<file path="src/rtl/seq_mult_hs_pkg.sv">
// Shared definitions for the handshaked sequential multiplier: mode encodings,
// FSM state type and a constant-evaluable clog2.
package seq_mult_hs_pkg;

   localparam logic [1:0] MODE_UU = 2'b00;
   localparam logic [1:0] MODE_SS = 2'b01;
   localparam logic [1:0] MODE_SU = 2'b10;

   typedef enum logic [1:0] {
      ST_IDLE = 2'd0,
      ST_CALC = 2'd1,
      ST_FIX  = 2'd2,
      ST_DONE = 2'd3
   } state_e;

   function automatic int clog2(input int value);
      int res;
      res = 0;
      while ((1 << res) < value) res++;
      return res;
   endfunction

endpackage

</file>
<file path="src/rtl/seq_mult_hs_pp.sv">
// Combinational partial product of a magnitude and one DIGIT-bit slice of the
// multiplier, built as a shift-add chain so the FSM stays DIGIT-agnostic.
module mult_digit_pp
   import seq_mult_hs_pkg::*;
#(
   parameter int WIDTH = 32,
   parameter int DIGIT = 1
) (
   input  logic [WIDTH-1:0]       mag_x_i,
   input  logic [DIGIT-1:0]       digit_i,
   output logic [WIDTH+DIGIT-1:0] pp_o
);

   logic [WIDTH+DIGIT-1:0] x_ext;

   assign x_ext = {{DIGIT{1'b0}}, mag_x_i};

   always_comb begin
      pp_o = '0;
      for (int i = 0; i < DIGIT; i++) begin
         if (digit_i[i]) pp_o = pp_o + (x_ext << i);
      end
   end

endmodule

</file>
<file path="src/rtl/seq_mult_hs.sv">
// Multi-cycle signed/unsigned multiplier, DIGIT multiplier bits per cycle,
// with valid/ready on both sides and a tag carried alongside the operands.
//
// state | meaning
// IDLE  | waiting for operands, in_ready high
// CALC  | accumulating one partial product per cycle, STEPS cycles
// FIX   | apply sign to the magnitude and register prod/tag_out
// DONE  | result presented, out_valid high until out_ready
module seq_mult_hs
   import seq_mult_hs_pkg::*;
#(
   parameter int WIDTH = 32,
   parameter int DIGIT = 1,
   parameter int TAG_W = 4
) (
   input  logic               clk,
   input  logic               rstn,
   input  logic               flush,
   input  logic               in_valid,
   output logic               in_ready,
   input  logic [1:0]         mode,
   input  logic [WIDTH-1:0]   x,
   input  logic [WIDTH-1:0]   y,
   input  logic [TAG_W-1:0]   tag_in,
   output logic               out_valid,
   input  logic               out_ready,
   output logic [2*WIDTH-1:0] prod,
   output logic [TAG_W-1:0]   tag_out
);

   localparam int STEPS = WIDTH / DIGIT;
   localparam int CW    = clog2(STEPS + 1);
   localparam int PW    = 2 * WIDTH;

   if (!(DIGIT == 1 || DIGIT == 2 || DIGIT == 4)) begin : g_bad_digit
      $fatal(1, "seq_mult_hs: DIGIT must be 1, 2 or 4");
   end
   if (WIDTH < 2 || (WIDTH % DIGIT) != 0) begin : g_bad_width
      $fatal(1, "seq_mult_hs: WIDTH must be >= 2 and a multiple of DIGIT");
   end

   state_e             state_q, state_d;
   logic [CW-1:0]      cnt_q, cnt_d;
   logic [PW-1:0]      acc_q, acc_d;
   logic [PW-1:0]      prod_q, prod_d;
   logic [WIDTH-1:0]   mx_q, mx_d;
   logic [WIDTH-1:0]   my_q, my_d;
   logic               neg_q, neg_d;
   logic [TAG_W-1:0]   tag_q, tag_d;
   logic [TAG_W-1:0]   tag_out_q, tag_out_d;
   logic               sx, sy, accept, last_step;
   logic [WIDTH+DIGIT-1:0] pp;

   assign sx        = (mode == MODE_SS) || (mode == MODE_SU);
   assign sy        = (mode == MODE_SS);
   assign accept    = in_valid && in_ready && !flush;
   assign last_step = (cnt_q == CW'(STEPS - 1));

   // my_q is shifted down each step, so the current digit is always its LSBs
   mult_digit_pp #(.WIDTH(WIDTH), .DIGIT(DIGIT)) u_pp (
      .mag_x_i (mx_q),
      .digit_i (my_q[DIGIT-1:0]),
      .pp_o    (pp)
   );

   always_ff @(posedge clk or negedge rstn) begin
      if (!rstn) state_q <= ST_IDLE;
      else       state_q <= state_d;
   end

   always_comb begin
      state_d = state_q;
      case (state_q)
         ST_IDLE: if (accept)    state_d = ST_CALC;
         ST_CALC: if (last_step) state_d = ST_FIX;
         ST_FIX:                 state_d = ST_DONE;
         ST_DONE: if (out_ready) state_d = ST_IDLE;
         default:                state_d = ST_IDLE;
      endcase
      if (flush) state_d = ST_IDLE;
   end

   always_comb begin
      in_ready  = (state_q == ST_IDLE);
      out_valid = (state_q == ST_DONE);
   end

   always_comb begin
      cnt_d     = cnt_q;
      acc_d     = acc_q;
      mx_d      = mx_q;
      my_d      = my_q;
      neg_d     = neg_q;
      tag_d     = tag_q;
      prod_d    = prod_q;
      tag_out_d = tag_out_q;
      if (accept) begin
         mx_d  = (sx && x[WIDTH-1]) ? -x : x;
         my_d  = (sy && y[WIDTH-1]) ? -y : y;
         neg_d = (sx & x[WIDTH-1]) ^ (sy & y[WIDTH-1]);
         tag_d = tag_in;
         cnt_d = '0;
         acc_d = '0;
      end else if (state_q == ST_CALC) begin
         acc_d = acc_q + (PW'(pp) << (cnt_q * DIGIT));
         my_d  = my_q >> DIGIT;
         cnt_d = cnt_q + 1'b1;
      end else if (state_q == ST_FIX && !flush) begin
         prod_d    = neg_q ? -acc_q : acc_q;
         tag_out_d = tag_q;
      end
   end

   always_ff @(posedge clk or negedge rstn) begin
      if (!rstn) begin
         cnt_q     <= '0;
         acc_q     <= '0;
         mx_q      <= '0;
         my_q      <= '0;
         neg_q     <= 1'b0;
         tag_q     <= '0;
         prod_q    <= '0;
         tag_out_q <= '0;
      end else begin
         cnt_q     <= cnt_d;
         acc_q     <= acc_d;
         mx_q      <= mx_d;
         my_q      <= my_d;
         neg_q     <= neg_d;
         tag_q     <= tag_d;
         prod_q    <= prod_d;
         tag_out_q <= tag_out_d;
      end
   end

   assign prod    = prod_q;
   assign tag_out = tag_out_q;

endmodule

</file>
<file path="config.mk">
export PLATFORM = sky130hd
export DESIGN_NAME = seq_mult_hs
export DESIGN_NICKNAME = d
export VERILOG_FILES = /design/src/rtl/seq_mult_hs_pkg.sv /design/src/rtl/seq_mult_hs_pp.sv /design/src/rtl/seq_mult_hs.sv
export SDC_FILE = /design/constraint.sdc
export NUM_CORES = 1
export LEC_CHECK = 0
export ABC_AREA = 1
export BUFFER_PORTS_ARGS = -buffer_cell sky130_fd_sc_hd__buf_4
export CORE_MARGIN = 3
export CORE_UTILIZATION = 62
export CTS_CLUSTER_SIZE = 12
export DETAILED_ROUTE_END_ITERATION = 10
export MAX_ROUTING_LAYER = met4
export PLACE_DENSITY = 0.88
export SYNTH_ARGS = -nofsm -noshare
export SYNTH_HDL_FRONTEND = slang
export SYNTH_HIERARCHICAL = 1
export SYNTH_SLANG_ARGS = --single-unit
</file>
<file path="constraint.sdc">
create_clock -name clk -period 6.6 [get_ports clk]
set_input_delay 0.33 -clock clk [delete_from_list [all_inputs] [get_ports clk]]
set_output_delay 0.33 -clock clk [all_outputs]
set_load 0.02 [all_outputs]
</file>
==> metrics.log <==
[metrics] outcome: completed
[metrics] endpoint arrival time on the critical path: 5.75 ns
[metrics] Post-CTS Setup Bufs: 0
[metrics] worst path required time: 7.01 ns
[metrics] floorplan die width: 181 µm
[metrics] wire length after detailed routing: 68000 µm
[metrics] minimum period implied by the final worst setup slack: 5.34 ns
[metrics] sequential share of the synthesized area: 27.6%
[metrics] count of state elements after synthesis: 209
[metrics] Synthesized Nets: 3215
[metrics] core region area: 29900 µm²
[metrics] vias in the first global route: 20600
[metrics] count of input and output buffers: 144
[metrics] fin nets: 3297
[metrics] number of iterations in the first detailed-routing pass: 11
[metrics] CTS H-tree lvls: 1
[metrics] TritonCTS clock tree: yes
[metrics] crit-path max FO: 39
[metrics] height of the chip: 181 µm
[metrics] Area growth, synth to finish: 11.7%
[metrics] endpoints failing hold: 0
[metrics] setup TNS: 0 ns
[metrics] worst path buffer plus inverter count: 2
[metrics] fillers: 2585
[metrics] share of the synthesized area in the top cell type: 27.6%
[metrics] Area contributors post-synth: dfrtp_1 28%, nand2_1 18%, nor2_1 7.3%, inv_1 7.0%, o21ai_0 6.6%
[metrics] cell taking the most area after synthesis: dfrtp_1
[metrics] gate count after technology mapping: 3067
[metrics] leakage power: 10.6 nW
[metrics] number of setup violations in the final report: 0
[metrics] number of primary I/O pins: 145
[metrics] Starting Density: 63.5%
[metrics] Antenna diodes: 0
[metrics] delay contributed by the slowest stage of the critical path: 1.04 ns
[metrics] most common cell after layout, fill and taps aside: nand2_1
[metrics] total CTS buffers: 26
[metrics] Setup crit start kind: flip-flop
[metrics] wire length of the first global-routing pass: 107000 µm
[metrics] slowest stage cell, crit path: dfrtp_1
[metrics] Max transition margin: 17.0%
[metrics] synthesized area per cell: 6.19 µm²
[metrics] via count of the routed design: 21900
[metrics] Final Core Density: 71.0%
[metrics] setup repair after global routing missed its margin: false
[metrics] Max Freq: 0.187 GHz
[metrics] CP delay by family, top: compound AO/OA/AOI/OAI gates
[metrics] clock transition at the register clock pins on the worst setup and hold paths after CTS: 0.06 ns
[metrics] root buffer cell: clkbuf_16
[metrics] post-placement setup slack: 1.61 ns
[metrics] post-route fraction of the period consumed by the critical path: 80.9%
[metrics] worst hold slack: 0.0106 ns
[metrics] number of buffers on the longest clock path: 3
[metrics] highest-count cells in the layout ignoring fill and taps: 923 x nand2_1, 367 x nor2_1, 354 x inv_1
[metrics] Die Outline Area: 32700 µm²
[metrics] Total Power: 9.61 mW
[metrics] post-detailed-route DRC marker count: 0
[metrics] GRT overflow: 0
[metrics] class of the worst hold path: in2reg
[metrics] kind of end point of the critical path: flip-flop
[metrics] share of cells above drive strength 1: 8.34%
[metrics] chain of cells forming the critical path: inv_1 -> nand3_1 -> nand2_1 -> o21a_1 -> o21ai_0 -> nor2_1 -> ha_1 -> a21oi_1 -> o21ai_0 -> a21oi_1 -> inv_1 -> nor2_1 -> nand2_1 -> or2_2 -> nand3_1 -> o21ai_0
[metrics] HPWL Detailed: 52000 µm
[metrics] DRT antenna net count: 0
[metrics] share of async-settable or async-resettable flops after synthesis: 100%
[metrics] final critical-path setup slack: 1.26 ns
[metrics] clock latency at the later pin of the worst-skew pair: 0.56 ns
[metrics] max_cap viols: 0
[metrics] Cell Pwr Density: 453 nW/µm²
[metrics] Starting DRT DRC Count: 2653
[metrics] number of enable-type register cells in the synthesized netlist: 0
[metrics] Yosys warning total: 6
[metrics] transition time at the pin with the least slew margin: 1.23 ns
[metrics] global-route usage over all layers: 41.6%
[metrics] distinct cell type count after synthesis: 55
[metrics] largest net degree at the start of global routing: 114
[metrics] antenna violations before repair: 0
[metrics] WS Path Type: reg2reg
[metrics] weighted congestion at the end of routability-driven global placement: 1.16
[metrics] fin. max-slew vios: 0
[metrics] clock sink total: 209
[metrics] Top FF cell, synth: dfrtp_1
[metrics] Placement Rows: 63
[metrics] netlist area before placement: 19000 µm²
[metrics] most numerous cell on the critical path: o21ai_0
[metrics] peak ir drop on the vdd network: 0.000347 V
[metrics] average routed wire per standard cell: 19.1 µm
[metrics] setup skew after layout: 0.0297 ns
[metrics] post-DR vias/cell: 6.14
[sequential cells by signal, indices dropped and copies added (netlist names)]
| signal | cells |
|---|---|
| tag_q | 4 |
| neg_q | 1 |
| state_q | 2 |
| cnt_q | 6 |
| prod | 64 |
| tag_out | 4 |
| acc_q | 64 |
| mx_q | 32 |
| my_q | 32 |
[kinds of logic (layout without fill, tap and decap cells)]
group | after synthesis | in the layout | share of synthesized area [%]
simple gates | 1652 | 1652 | 36.6
compound gates | 565 | 565 | 16.7
buf+inv | 473 | 572 | 9.90
flops | 209 | 209 | 27.6
xor+xnor | 91 | 91 | 4.20
fa+ha+maj | 73 | 73 | 4.85
mux | 3 | 3 | 0.158
other cells | 1 | 1 | 0.0198
[layer usage]
metal  vias up  wire [µm]  GRT usage (%)
met5         -          0              -
met4         0       5620           25.8
met3       362       6730           6.38
met2      1373      30500           66.8
met1      9966      25100           49.3
li1      10200          -              -
[what timing repair did]
action / CTS / global route
resized for setup: 0 / 0
hold endpoints to repair: 98 / 0
endpoints found under the setup margin: 0 / 0
hold buffers: 3 / 0
[cell usage after synthesis, drive strengths merged, types with 40 or more instances]
cell,number
a21oi,137
buf,49
clkbuf,58
dfrtp,209
ha,72
inv,363
nand2,934
nand3,211
nand4,40
nor2,380
o21ai,297
xor2,67
[worst reg2reg max path, stage by stage, from the launching register on]
cell and delay, ns:
dfrtp_1 1.04, inv_1 0.83, nand3_1 0.29, nand2_1 0.10, o21a_1 0.20, o21ai_0 0.73
nor2_1 0.18, ha_1 0.39, a21oi_1 0.20, o21ai_0 0.15, a21oi_1 0.27, inv_1 0.08
nor2_1 0.10, nand2_1 0.14, or2_2 0.31, nand3_1 0.11, o21ai_0 0.10
[path summary, 6_finish.rpt]
path | start | to | slack, ns | cells past startpoint
hold reg to reg | mx_q[22] | mx_q[22] | 0.48 | 2
max in group asynchronous | rstn | neg_q | 5.03 | 3
setup reg to reg | cnt_q[2] | acc_q[32] | 1.26 | 16
hold / removal | tag_in[3] | tag_q[3] | 0.01 | 3
setup / recovery | cnt_q[2] | acc_q[32] | 1.26 | 16
min in group asynchronous | rstn | prod[10] | 0.42 | 2
[layout make-up]
class / instances / area [µm²] / area share, %
inverters: 366 / 1380 / 6.50
clock inverters: 11 / 221 / 1.04
multi-input cells: 2385 / 11900 / 56.1
well taps: 390 / 488 / 2.30
repair buffers: 161 / 1230 / 5.83
clock buffers: 34 / 762 / 3.59
flip-flops and latches: 209 / 5230 / 24.7
[through the flow]
step,area [µm²],instances
6_report,21200,3556
3_3_place_gp,20200,3508
3_5_place_dp,20200,3508
5_1_grt,21200,3556
2_1_floorplan,19000,3067
4_1_cts,21200,3556
[power breakdown]
group / total, mW / switching [mW] / internal [mW] / leakage, nW
Combinational: 5.80 / 3.98 / 1.82 / 7.40
Sequential: 2.17 / 0.404 / 1.76 / 2.70
Clock: 1.64 / 0.596 / 1.04 / 0.475
Total: 9.61 / 4.98 / 4.62 / 10.6
Power figures use the tool's default switching activity.
